### src/rtl/sc1_loop_stack_if.sv
// sc1_loop_stack_if
// Bundles the fetch-side signals exchanged between the sc1 core and its
// nested zero-overhead loop controller.
//
// Signals (core -> loop stack):
//   pc            current fetch address
//   pc_en         fetch advances this cycle
//   loop_start    push a new loop context (one-cycle pulse)
//   loop_count    extra iterations (N -> body runs N+1 times)
//   loop_end      absolute address of the last body instruction
//   loop_span     signed offset added to pc on loop-back (mod 2**DEPTH_I)
//   loop_break    pop the top context immediately
// Signals (loop stack -> core):
//   next_pc       next fetch address when the core is not branching
//   active        at least one context is valid
//   level         number of valid contexts
//   full          stack holds NEST contexts
//   err_overflow  sticky: push attempted while full
//   err_nest      sticky: pushed end address not inside the enclosing loop
// Modports: master = core side, slave = loop stack side.

interface sc1_loop_stack_if #(
    parameter int DEPTH_I   = 8,
    parameter int WIDTH_C   = 32,
    parameter int NEST_BITS = 3
);
    logic [DEPTH_I-1:0]   pc;
    logic                 pc_en;
    logic                 loop_start;
    logic [WIDTH_C-1:0]   loop_count;
    logic [DEPTH_I-1:0]   loop_end;
    logic [DEPTH_I-1:0]   loop_span;
    logic                 loop_break;
    logic [DEPTH_I-1:0]   next_pc;
    logic                 active;
    logic [NEST_BITS-1:0] level;
    logic                 full;
    logic                 err_overflow;
    logic                 err_nest;

    modport master (
        output pc, pc_en, loop_start, loop_count, loop_end, loop_span, loop_break,
        input  next_pc, active, level, full, err_overflow, err_nest
    );

    modport slave (
        input  pc, pc_en, loop_start, loop_count, loop_end, loop_span, loop_break,
        output next_pc, active, level, full, err_overflow, err_nest
    );
endinterface

### src/rtl/sc1_loop_stack.sv
// sc1_loop_stack
// Nested zero-overhead loop controller for the sc1 core family. Keeps a stack
// of up to NEST loop contexts (remaining count, end address, loop-back span)
// and produces the next fetch address every cycle so loop bodies run without
// branch overhead.
//
// Ports:
//   clk    clock
//   reset  asynchronous, active-high; aborts all contexts and clears errors
//   bus    sc1_loop_stack_if.slave (pc/pc_en/loop_* in, next_pc/status out)
//
// Only the top context is ever compared against pc. Within one cycle a match
// decrement or pop is resolved first, then a break (which replaces any match
// action with a single pop), then a push above whatever remains.

module sc1_loop_stack #(
    parameter int DEPTH_I   = 8,
    parameter int WIDTH_C   = 32,
    parameter int NEST      = 4,
    parameter int NEST_BITS = 3
) (
    input  logic                 clk,
    input  logic                 reset,
    sc1_loop_stack_if.slave      bus
);
    localparam int IDX_W = (NEST > 1) ? $clog2(NEST) : 1;
    localparam logic [NEST_BITS-1:0] NEST_L = NEST_BITS'(NEST);

    logic [WIDTH_C-1:0]   count_q [NEST];
    logic [DEPTH_I-1:0]   end_q   [NEST];
    logic [DEPTH_I-1:0]   span_q  [NEST];

    logic [NEST_BITS-1:0] level_q;
    logic                 err_overflow_q;
    logic                 err_nest_q;

    logic [IDX_W-1:0]     top_idx;
    logic [WIDTH_C-1:0]   top_count;
    logic [DEPTH_I-1:0]   top_end;
    logic [DEPTH_I-1:0]   top_span;
    logic                 has_ctx;
    logic                 match;
    logic                 count_nz;

    logic                 do_break;
    logic                 do_dec;
    logic                 do_pop;
    logic [NEST_BITS-1:0] level_mid;
    logic [IDX_W-1:0]     below_idx;
    logic [IDX_W-1:0]     push_idx;
    logic                 push_ok;
    logic                 push_over;
    logic                 nest_bad;
    logic [NEST_BITS-1:0] level_d;

    // Top-of-stack view and loop-back decision. When the stack is empty the
    // top index wraps to a stale entry, but has_ctx masks every use of it.
    always_comb begin
        top_idx   = IDX_W'(level_q - 1'b1);
        top_count = count_q[top_idx];
        top_end   = end_q[top_idx];
        top_span  = span_q[top_idx];
        has_ctx   = (level_q != '0);
        match     = has_ctx && (bus.pc == top_end);
        count_nz  = (top_count != '0);
        if (match && count_nz && !bus.loop_break) begin
            bus.next_pc = bus.pc + top_span;
        end else begin
            bus.next_pc = bus.pc + DEPTH_I'(1);
        end
    end

    // Resolve this cycle's stack action. A break on a non-empty stack is the
    // only pop for the cycle and suppresses any decrement from a match; the
    // push decisions are then made against the post-pop level.
    always_comb begin
        do_break  = bus.loop_break && has_ctx;
        do_dec    = bus.pc_en && match && count_nz && !bus.loop_break;
        do_pop    = do_break || (bus.pc_en && match && !count_nz);
        level_mid = do_pop ? (level_q - 1'b1) : level_q;
        below_idx = IDX_W'(level_mid - 1'b1);
        push_idx  = IDX_W'(level_mid);
        push_over = bus.loop_start && (level_mid == NEST_L);
        push_ok   = bus.loop_start && (level_mid != NEST_L);
        nest_bad  = push_ok && (level_mid != '0) && (bus.loop_end >= end_q[below_idx]);
        level_d   = push_ok ? (level_mid + 1'b1) : level_mid;
    end

    // Stack depth and sticky error flags; the only state touched by reset.
    always_ff @(posedge clk or posedge reset) begin
        if (reset) begin
            level_q        <= '0;
            err_overflow_q <= 1'b0;
            err_nest_q     <= 1'b0;
        end else begin
            level_q <= level_d;
            if (push_over) begin
                err_overflow_q <= 1'b1;
            end
            if (nest_bad) begin
                err_nest_q <= 1'b1;
            end
        end
    end

    // Context storage. Contents above level are don't-care, so no reset. A
    // decrement targets the old top while a push targets one slot above it,
    // so both can land in the same cycle without colliding.
    always_ff @(posedge clk) begin
        if (do_dec) begin
            count_q[top_idx] <= top_count - WIDTH_C'(1);
        end
        if (push_ok) begin
            count_q[push_idx] <= bus.loop_count;
            end_q[push_idx]   <= bus.loop_end;
            span_q[push_idx]  <= bus.loop_span;
        end
    end

    assign bus.active       = (level_q != '0);
    assign bus.level        = level_q;
    assign bus.full         = (level_q == NEST_L);
    assign bus.err_overflow = err_overflow_q;
    assign bus.err_nest     = err_nest_q;

endmodule
### src/flat_wrapper.sv
// flat-port wrapper written by rule: the top's interface ports become plain ports
module sc1_loop_stack_flat 
#(
    parameter int DEPTH_I   = 8,
    parameter int WIDTH_C   = 32,
    parameter int NEST      = 4,
    parameter int NEST_BITS = 3
)
  (clk, reset, bus_pc, bus_pc_en, bus_loop_start, bus_loop_count, bus_loop_end, bus_loop_span, bus_loop_break, bus_next_pc, bus_active, bus_level, bus_full, bus_err_overflow, bus_err_nest);
  sc1_loop_stack_if #(.DEPTH_I(DEPTH_I), .WIDTH_C(WIDTH_C), .NEST_BITS(NEST_BITS)) bus_i ();
  input  logic clk;
  input  logic reset;
  input wire logic [$bits(bus_i.pc)-1:0] bus_pc;
  input wire logic [$bits(bus_i.pc_en)-1:0] bus_pc_en;
  input wire logic [$bits(bus_i.loop_start)-1:0] bus_loop_start;
  input wire logic [$bits(bus_i.loop_count)-1:0] bus_loop_count;
  input wire logic [$bits(bus_i.loop_end)-1:0] bus_loop_end;
  input wire logic [$bits(bus_i.loop_span)-1:0] bus_loop_span;
  input wire logic [$bits(bus_i.loop_break)-1:0] bus_loop_break;
  output wire logic [$bits(bus_i.next_pc)-1:0] bus_next_pc;
  output wire logic [$bits(bus_i.active)-1:0] bus_active;
  output wire logic [$bits(bus_i.level)-1:0] bus_level;
  output wire logic [$bits(bus_i.full)-1:0] bus_full;
  output wire logic [$bits(bus_i.err_overflow)-1:0] bus_err_overflow;
  output wire logic [$bits(bus_i.err_nest)-1:0] bus_err_nest;
  assign bus_i.pc = bus_pc;
  assign bus_i.pc_en = bus_pc_en;
  assign bus_i.loop_start = bus_loop_start;
  assign bus_i.loop_count = bus_loop_count;
  assign bus_i.loop_end = bus_loop_end;
  assign bus_i.loop_span = bus_loop_span;
  assign bus_i.loop_break = bus_loop_break;
  assign bus_next_pc = bus_i.next_pc;
  assign bus_active = bus_i.active;
  assign bus_level = bus_i.level;
  assign bus_full = bus_i.full;
  assign bus_err_overflow = bus_i.err_overflow;
  assign bus_err_nest = bus_i.err_nest;
  sc1_loop_stack #(.DEPTH_I(DEPTH_I), .WIDTH_C(WIDTH_C), .NEST(NEST), .NEST_BITS(NEST_BITS)) u_core (.clk(clk), .reset(reset), .bus(bus_i));
endmodule
### config.mk
export PLATFORM = sky130hd
export DESIGN_NAME = sc1_loop_stack_flat
export DESIGN_NICKNAME = d
export VERILOG_FILES = /design/src/rtl/sc1_loop_stack_if.sv /design/src/rtl/sc1_loop_stack.sv /design/src/flat_wrapper.sv
export SDC_FILE = /design/constraint.sdc
export NUM_CORES = 1
export LEC_CHECK = 0
export CORE_MARGIN = 2
export CORE_UTILIZATION = 28
export CTS_CLUSTER_DIAMETER = 80
export DETAILED_ROUTE_END_ITERATION = 10
export PLACE_DENSITY = 0.5
export SETUP_SLACK_MARGIN = 0.1
export SLEW_MARGIN = 10
export SYNTH_ARGS = -nofsm -noshare
export SYNTH_HDL_FRONTEND = slang
export SYNTH_SLANG_ARGS = --single-unit
### constraint.sdc
create_clock -name clk -period 16.77 [get_ports clk]
set_input_delay 1.677 -clock clk [delete_from_list [all_inputs] [get_ports clk]]
set_output_delay 1.677 -clock clk [all_outputs]
set_load 0.02 [all_outputs]
==> results.toml, run 1 <==
[timing]
tightest_slew_ns = 0.9936
drv_slew = 0
period_needed_ns = 8.630
timing.setup.tns_ns = 0
relSlewSlack_pct = 33.76
clock_skew_ns = 0.01149
fmax_mhz = 115.9
hold_violations = 0
rsz0062_at_grt = "false"
setup_viol = 0
post-route-period-util_pct = 51.46

[worst_setup_path]
r2r_cells = 21
path_class = "flop to primary output"
r2r_slack_ns = 9.44
slowest_delay_ns = 0.67
cp_cell_sequence = "inv_1 > ha_2 > buf_4 > mux4_1 > or4_1 > or4_4 > nor4_4 > nor3_1 > nand2_1 > inv_1 > ha_1 > a21o_1 > a21oi_1 > o21bai_1 > a21oi_1 > o21ai_0 > xor2_1 > xnor2_1 > clkdlybuf4s50_1"
cp.required_ns = 15.09
arrival_ns = 6.95
slowest_stage = "dfrtp_4"
r2r_start = "u_core.bus.level[0]"
startpoint_type = "flop"
cp-end-kind = "primary output"
critPathMaxFanout = 41
reg2reg_to = "u_core.bus.err_nest"

[final_layout]
diodes = 0
fin_nets = 846
areaGrowthSynthToFinish_pct = 18.10
post-route-util_pct = 33.52
drive_above_1_share_pct = 28.92
layout.cells.most_common = "edfxtp_1"
most-common-layout-cells = "192 x edfxtp_1, 97 x mux2_2, 75 x clkdlybuf4s50_1, 52 x inv_1, 42 x mux4_2"
fin_area_mm2 = 0.01263

[run_status]
outcome = "completed"

[route]
viasPerCell = 4.654
first_pass_iters = 4
routed-via-count = 5967
drtIter0Drc = 342
wirelength_um = 25410
drcViolationCount = 0
drt-wirelength-per-cell_um = 19.82
ant_nets = 0

[place]
dpl.hpwl_um = 15870
post_dp_cell_area_mm2 = 0.01204
numPortBuffers = 75
place.gp.congestion = 0.7754

[clock_tree]
numCtsBuffers = 17
postCtsSetupBuffers = 0
clock-sinks = 197
clock_latency_ns = 0.44
holdBufCountCts = 0
cts_tree = "done"
cts_resized = 0
htree_levels = 4
cts_root_buf = "clkbuf_16"
clkTransAtPathRegs_ns = 0.07
clock_path_buffers = 2

[global_route]
antenna_found_initial = 0
grt_start_max_net_pins = 49
grt_usage_pct = 13.38
grt_first_pass_wirelength_um = 39020
grt_pass1_vias = 6253
globalRouteOverflowTotal = 0

[synth]
yosysTopAreaCell = "edfxtp_1"
synth_ff_type = "edfxtp_1"
yosysSeqAreaShare_pct = 55.10
syn_nets = 767
synth_area_leaders = "edfxtp_1 54%, mux2_2 10%, mux4_2 8.8%"
ys.warnings.count = 0
synth_top_cell_area_share_pct = 53.93
syn-instance-count = 680
syn_avg_cell_area_um2 = 15.72
synth_edf_count = 192
ys_ff_latch = 197
yosysUniqueCellTypes = 50
async_flop_share_pct = 2.538
syn_area_mm2 = 0.01069

[pwr]
p_leak_nw = 4.467
power_density_mw_per_mm2 = 227.2
ir_drop_mv = 0.1086

[min_path]
hold_depth = 2
min_path_type = "flop to flop"
min_from = "u_core.bus.err_nest"
hold_end = "u_core.bus.err_nest"

[die]
die_width_um = 199.4
die_y_um = 199.4
die-area_mm2 = 0.03976
initial_core_util_pct = 28.38
fp-row-count = 71
core_area_mm2 = 0.03767
ios = 76

[flow_run]
maxCapViolations = 0
## flip-flops by register name, summed over array words and instances (netlist names)
name and cells:
u_core.bus.err_nest 1, u_core.span_q 32, u_core.count_q 128, u_core.bus.err_overflow 1, u_core.end_q 32, u_core.bus.level 3
## report_power, final
part / internal, mW / total (mW) / switching [mW]
Combinational: 0.764 / 1.51 / 0.750
Clock: 0.233 / 0.418 / 0.185
Sequential: 0.879 / 0.937 / 0.0584
Total: 1.88 / 2.87 / 0.993
## synthesized netlist by cell type (all sizes together) (2+ instances only)
| cell | n |
|---|---|
| a211oi | 2 |
| a21o | 7 |
| a21oi | 13 |
| and2 | 8 |
| and3 | 2 |
| buf | 23 |
| clkbuf | 4 |
| dfrtp | 5 |
| edfxtp | 192 |
| ha | 25 |
| inv | 52 |
| mux2 | 123 |
| mux2i | 23 |
| mux4 | 49 |
| nand2 | 23 |
| nand2b | 6 |
| nand3 | 5 |
| nand3b | 7 |
| nor2 | 11 |
| nor2b | 7 |
| nor3 | 9 |
| nor3b | 2 |
| nor4 | 8 |
| o21ai | 6 |
| o21bai | 4 |
| or3 | 3 |
| or4 | 2 |
| xnor2 | 28 |
| xor2 | 22 |
## per-stage QoR
stage               power (mW)  worst slack (ns)  std cells  hold slack, ns
floorplan                2.112             8.636        680          0.5728
global placement         2.473             8.584       1251          0.4999
detailed placement       2.481             8.455       1251          0.4815
CTS                      2.910             7.967       1282          0.5122
global route             3.066             7.523       1282          0.5508
finish                   2.869             8.140       1282          0.5023
## routing by layer
layer / routed length [um] / vias to the layer above / track usage, %
met1: 12260 / 3071 / 18.56
met5: 0 / - / 0
met3: 924 / 13 / 2.498
li1: - / 2764 / -
met4: 172 / 0 / 2.716
met2: 12060 / 119 / 21.90
## how the worst max path moves through the flow
stage                         from        endpoint  slack, ns  cells past startpoint
3_5_place_dp   u_core.bus.level[0]  bus_next_pc[7]       8.45                     19
4_1_cts        u_core.bus.level[0]  bus_next_pc[7]       7.97                     19
5_1_grt        u_core.bus.level[0]  bus_next_pc[7]       7.52                     21
6_report       u_core.bus.level[0]  bus_next_pc[7]       8.14                     19
2_1_floorplan  u_core.bus.level[0]  bus_next_pc[7]       8.64                     27
3_3_place_gp   u_core.bus.level[0]  bus_next_pc[7]       8.58                     19
## kinds of logic (layout without fill, tap and decap cells)
| group | after synthesis | in the layout | share of synthesized area [%] |
|---|---|---|---|
| AOI/OAI and AO/OA | 36 | 36 | 2.224 |
| xor gates and xnor gates | 50 | 50 | 4.096 |
| buffers and inverters | 79 | 170 | 3.581 |
| muxes | 195 | 195 | 26.59 |
| DFF | 197 | 197 | 55.10 |
| and+or+nand+nor | 97 | 97 | 5.301 |
| adders and majority gates | 26 | 26 | 3.113 |
## cell type report
cell class | count | area [um2]
clock buffers | 18 | 429.2
flip-flops and latches | 197 | 5894
multi-input cells | 404 | 4473
fillers | 3719 | 25040
inverters | 52 | 195.2
repair buffers | 87 | 840.8
clock inverters | 13 | 155.1
well taps | 511 | 639.4
## worst max-delay path: cells and delay by family, from the launching register on
family                     cells  cell delay [ns]
and+or+nand+nor                5             1.85
AOI/OAI and AO/OA              5             0.84
xor gates and xnor gates       2             0.31
muxes                          1             0.48
DFF                            1             0.67
adders and majority gates      2             0.81
buffers and inverters          4             1.51
Power figures use the tool's default switching activity.
==> inputs of run 2 (changes only) <==
--- a/config.mk
+++ b/config.mk
@@ -9,7 +9,7 @@
 export CORE_UTILIZATION = 28
 export CTS_CLUSTER_DIAMETER = 80
 export DETAILED_ROUTE_END_ITERATION = 10
-export PLACE_DENSITY = 0.5
+export PLACE_DENSITY = 0.52
 export SETUP_SLACK_MARGIN = 0.1
 export SLEW_MARGIN = 10
 export SYNTH_ARGS = -nofsm -noshare
==> constraint.sdc (replaced) <==
create_clock -name clk -period 6.95 [get_ports clk]
set_input_delay 0.695 -clock clk [delete_from_list [all_inputs] [get_ports clk]]
set_output_delay 0.695 -clock clk [all_outputs]
set_load 0.02 [all_outputs]
==> run 2 against run 1 <==
Net effect: hold slack got worse by 0.034 ns; via count about the same; register-to-register slack got worse by 8.7 ns; design area increased by 0.76%; largest cell class unchanged; largest power group unchanged.
==> results.toml, run 2 (synthesized netlist as in run 1, its figures left out) <==
[global_route]
globalRouteOverflowTotal = 0
grt_start_max_net_pins = 36
grt_first_pass_wirelength_um = 38230
antenna_found_initial = 0
grt_pass1_vias = 6277
grt_usage_pct = 13.10

[route]
ant_nets = 0
routed-via-count = 5963
drt-wirelength-per-cell_um = 19.38
drcViolationCount = 0
drtIter0Drc = 273
wirelength_um = 25020
viasPerCell = 4.619
first_pass_iters = 5

[pwr]
p_sw_mw = 2.425
p_comb_share_pct = 53.3
power_density_mw_per_mm2 = 547.9
p_seq_share_pct = 32.0
p_clk_share_pct = 14.6
ir_drop_mv = 0.2030
p_sw_share_pct = 34.78
p_leak_nw = 4.528
internal_power_mw = 4.547

[place]
numPortBuffers = 75
dp_worst_setup_slack_ns = 0.5184
dpl.hpwl_um = 16870
place.gp.congestion = 0.7553
place_inst = 1259

[final_layout]
areaGrowthSynthToFinish_pct = 19.01
num-fill-cells = 3695
largest_register_ff_count = 128
regMostFlops = "u_core.count_q"
finalNonFillerCells = 1291
most-common-layout-cells = "192 x edfxtp_1, 97 x mux2_2, 75 x clkdlybuf4s50_1, 52 x inv_1, 42 x mux4_2"
largest_registers = "u_core.count_q (128), u_core.end_q (32), u_core.span_q (32)"
drive_above_1_share_pct = 30.26
layout.cells.most_common = "edfxtp_1"
fin_nets = 854
diodes = 0

[timing]
setup_ws_ns = 0.4088
relSlewSlack_pct = 28.33
period_needed_ns = 6.541
timing.setup.tns_ns = 0
tightest_slew_ns = 1.071
hold_violations = 0
drv_slew = 0
fmax_mhz = 152.9
setup_viol = 0
rsz0062_at_grt = "false"
post-route-period-util_pct = 94.12
clock_skew_ns = 0.01639

[clock_tree]
clock_latency_ns = 0.45
cts_root_buf = "clkbuf_16"
clock-sinks = 197
cts_tree = "done"
htree_levels = 4
postCtsSetupBuffers = 0
numCtsBuffers = 17
clkTransAtPathRegs_ns = 0.07
clock_path_buffers = 2

[worst_setup_path]
r2r_cells = 20
r2r_start = "u_core.bus.level[0]"
cp.required_ns = 6.25
slowest_stage = "clkdlybuf4s50_1"
arrival_ns = 5.85
cp-end-kind = "primary output"
slowest_delay_ns = 0.62
r2r_slack_ns = 0.72
cp_cell_sequence = "inv_1 > ha_4 > mux4_1 > or4_1 > or4_4 > nor4_4 > nor3_1 > buf_4 > nand2_1 > inv_1 > ha_1 > a21o_1 > a21oi_1 > o21bai_1 > a21oi_1 > o21ai_0 > xor2_1 > xnor2_1 > clkdlybuf4s50_1"
path_class = "flop to primary output"
critPathMaxFanout = 21
reg2reg_to = "u_core.bus.err_nest"
startpoint_type = "flop"

[die]
die_width_um = 199.4
fp-row-count = 71
ios = 76
die_y_um = 199.4
core_area_mm2 = 0.03767
die-area_mm2 = 0.03976
initial_core_util_pct = 28.38

[run_status]
outcome = "completed"

[flow_run]
maxCapViolations = 0

[min_path]
min_path_type = "input port to asynchronous set/reset pin"
[run 2: cell type report]
class	count	area, um2	area share, %
clock buffers	18	429.2	3.373
clock inverters	14	165.2	1.298
inverters	52	195.2	1.534
multi-input cells	404	4488	35.27
flip-flops and latches	197	5894	46.33
well taps	511	639.4	5.025
repair buffers	95	912.1	7.169
[run 2: stage by stage]
stage	instance area (um2)	total power [mW]	hold WS (ns)	util, %
floorplan	10720	5.099	0.4735	-
global placement	12110	5.999	0.5111	32.15
finish	12720	6.972	0.4688	33.78
detailed placement	12110	5.995	0.4952	32.15
CTS	12700	7.034	0.4649	33.72
global route	12720	7.432	0.4859	33.78
[run 2: repair_timing]
| action | CTS | global route |
|---|---|---|
| hold buffers | 0 | 0 |
| gates resized for setup | 0 | 5 |
| setup endpoints to repair | 0 | 2 |
[run 2: metal layers]
metal  part of all wire [%]  global-route usage [%]
met2                     47                   21.28
met5                      0                       0
met3                    4.2                   2.498
met1                     48                   17.97
met4                    1.0                   3.429
[run 2: worst max-delay path, delay by kind of cell, from the launching register on]
family | cells | cell delay, ns
compound gates | 5 | 0.84
xor+xnor | 2 | 0.30
fa+ha+maj | 2 | 0.67
buf+inv | 4 | 1.04
flops | 1 | 0.48
mux | 1 | 0.44
simple gates | 5 | 1.62
[run 2: how the worst max path moves through the flow]
| stage | startpoint | endpoint | slack, ns | cells past startpoint |
|---|---|---|---|---|
| 2_1_floorplan | u_core.bus.level[0] | u_core.bus.err_nest | 0.11 | 32 |
| 3_3_place_gp | u_core.bus.level[0] | u_core.bus.err_nest | 0.54 | 19 |
| 3_5_place_dp | u_core.bus.level[0] | u_core.bus.err_nest | 0.52 | 20 |
| 4_1_cts | u_core.bus.level[0] | bus_next_pc[7] | 0.14 | 19 |
| 5_1_grt | u_core.bus.level[0] | bus_next_pc[7] | 0.12 | 19 |
| 6_report | u_core.bus.level[0] | bus_next_pc[7] | 0.41 | 19 |
[run 2: power by group through the flow]
stage | logic [mW] | clock network, mW | registers [mW]
2_1_floorplan | 2.87 | 0 | 2.23
3_3_place_gp | 3.74 | 0 | 2.26
4_1_cts | 3.75 | 1.04 | 2.24
6_report | 3.72 | 1.02 | 2.23
3_5_place_dp | 3.73 | 0 | 2.27
5_1_grt | 4.07 | 1.09 | 2.27
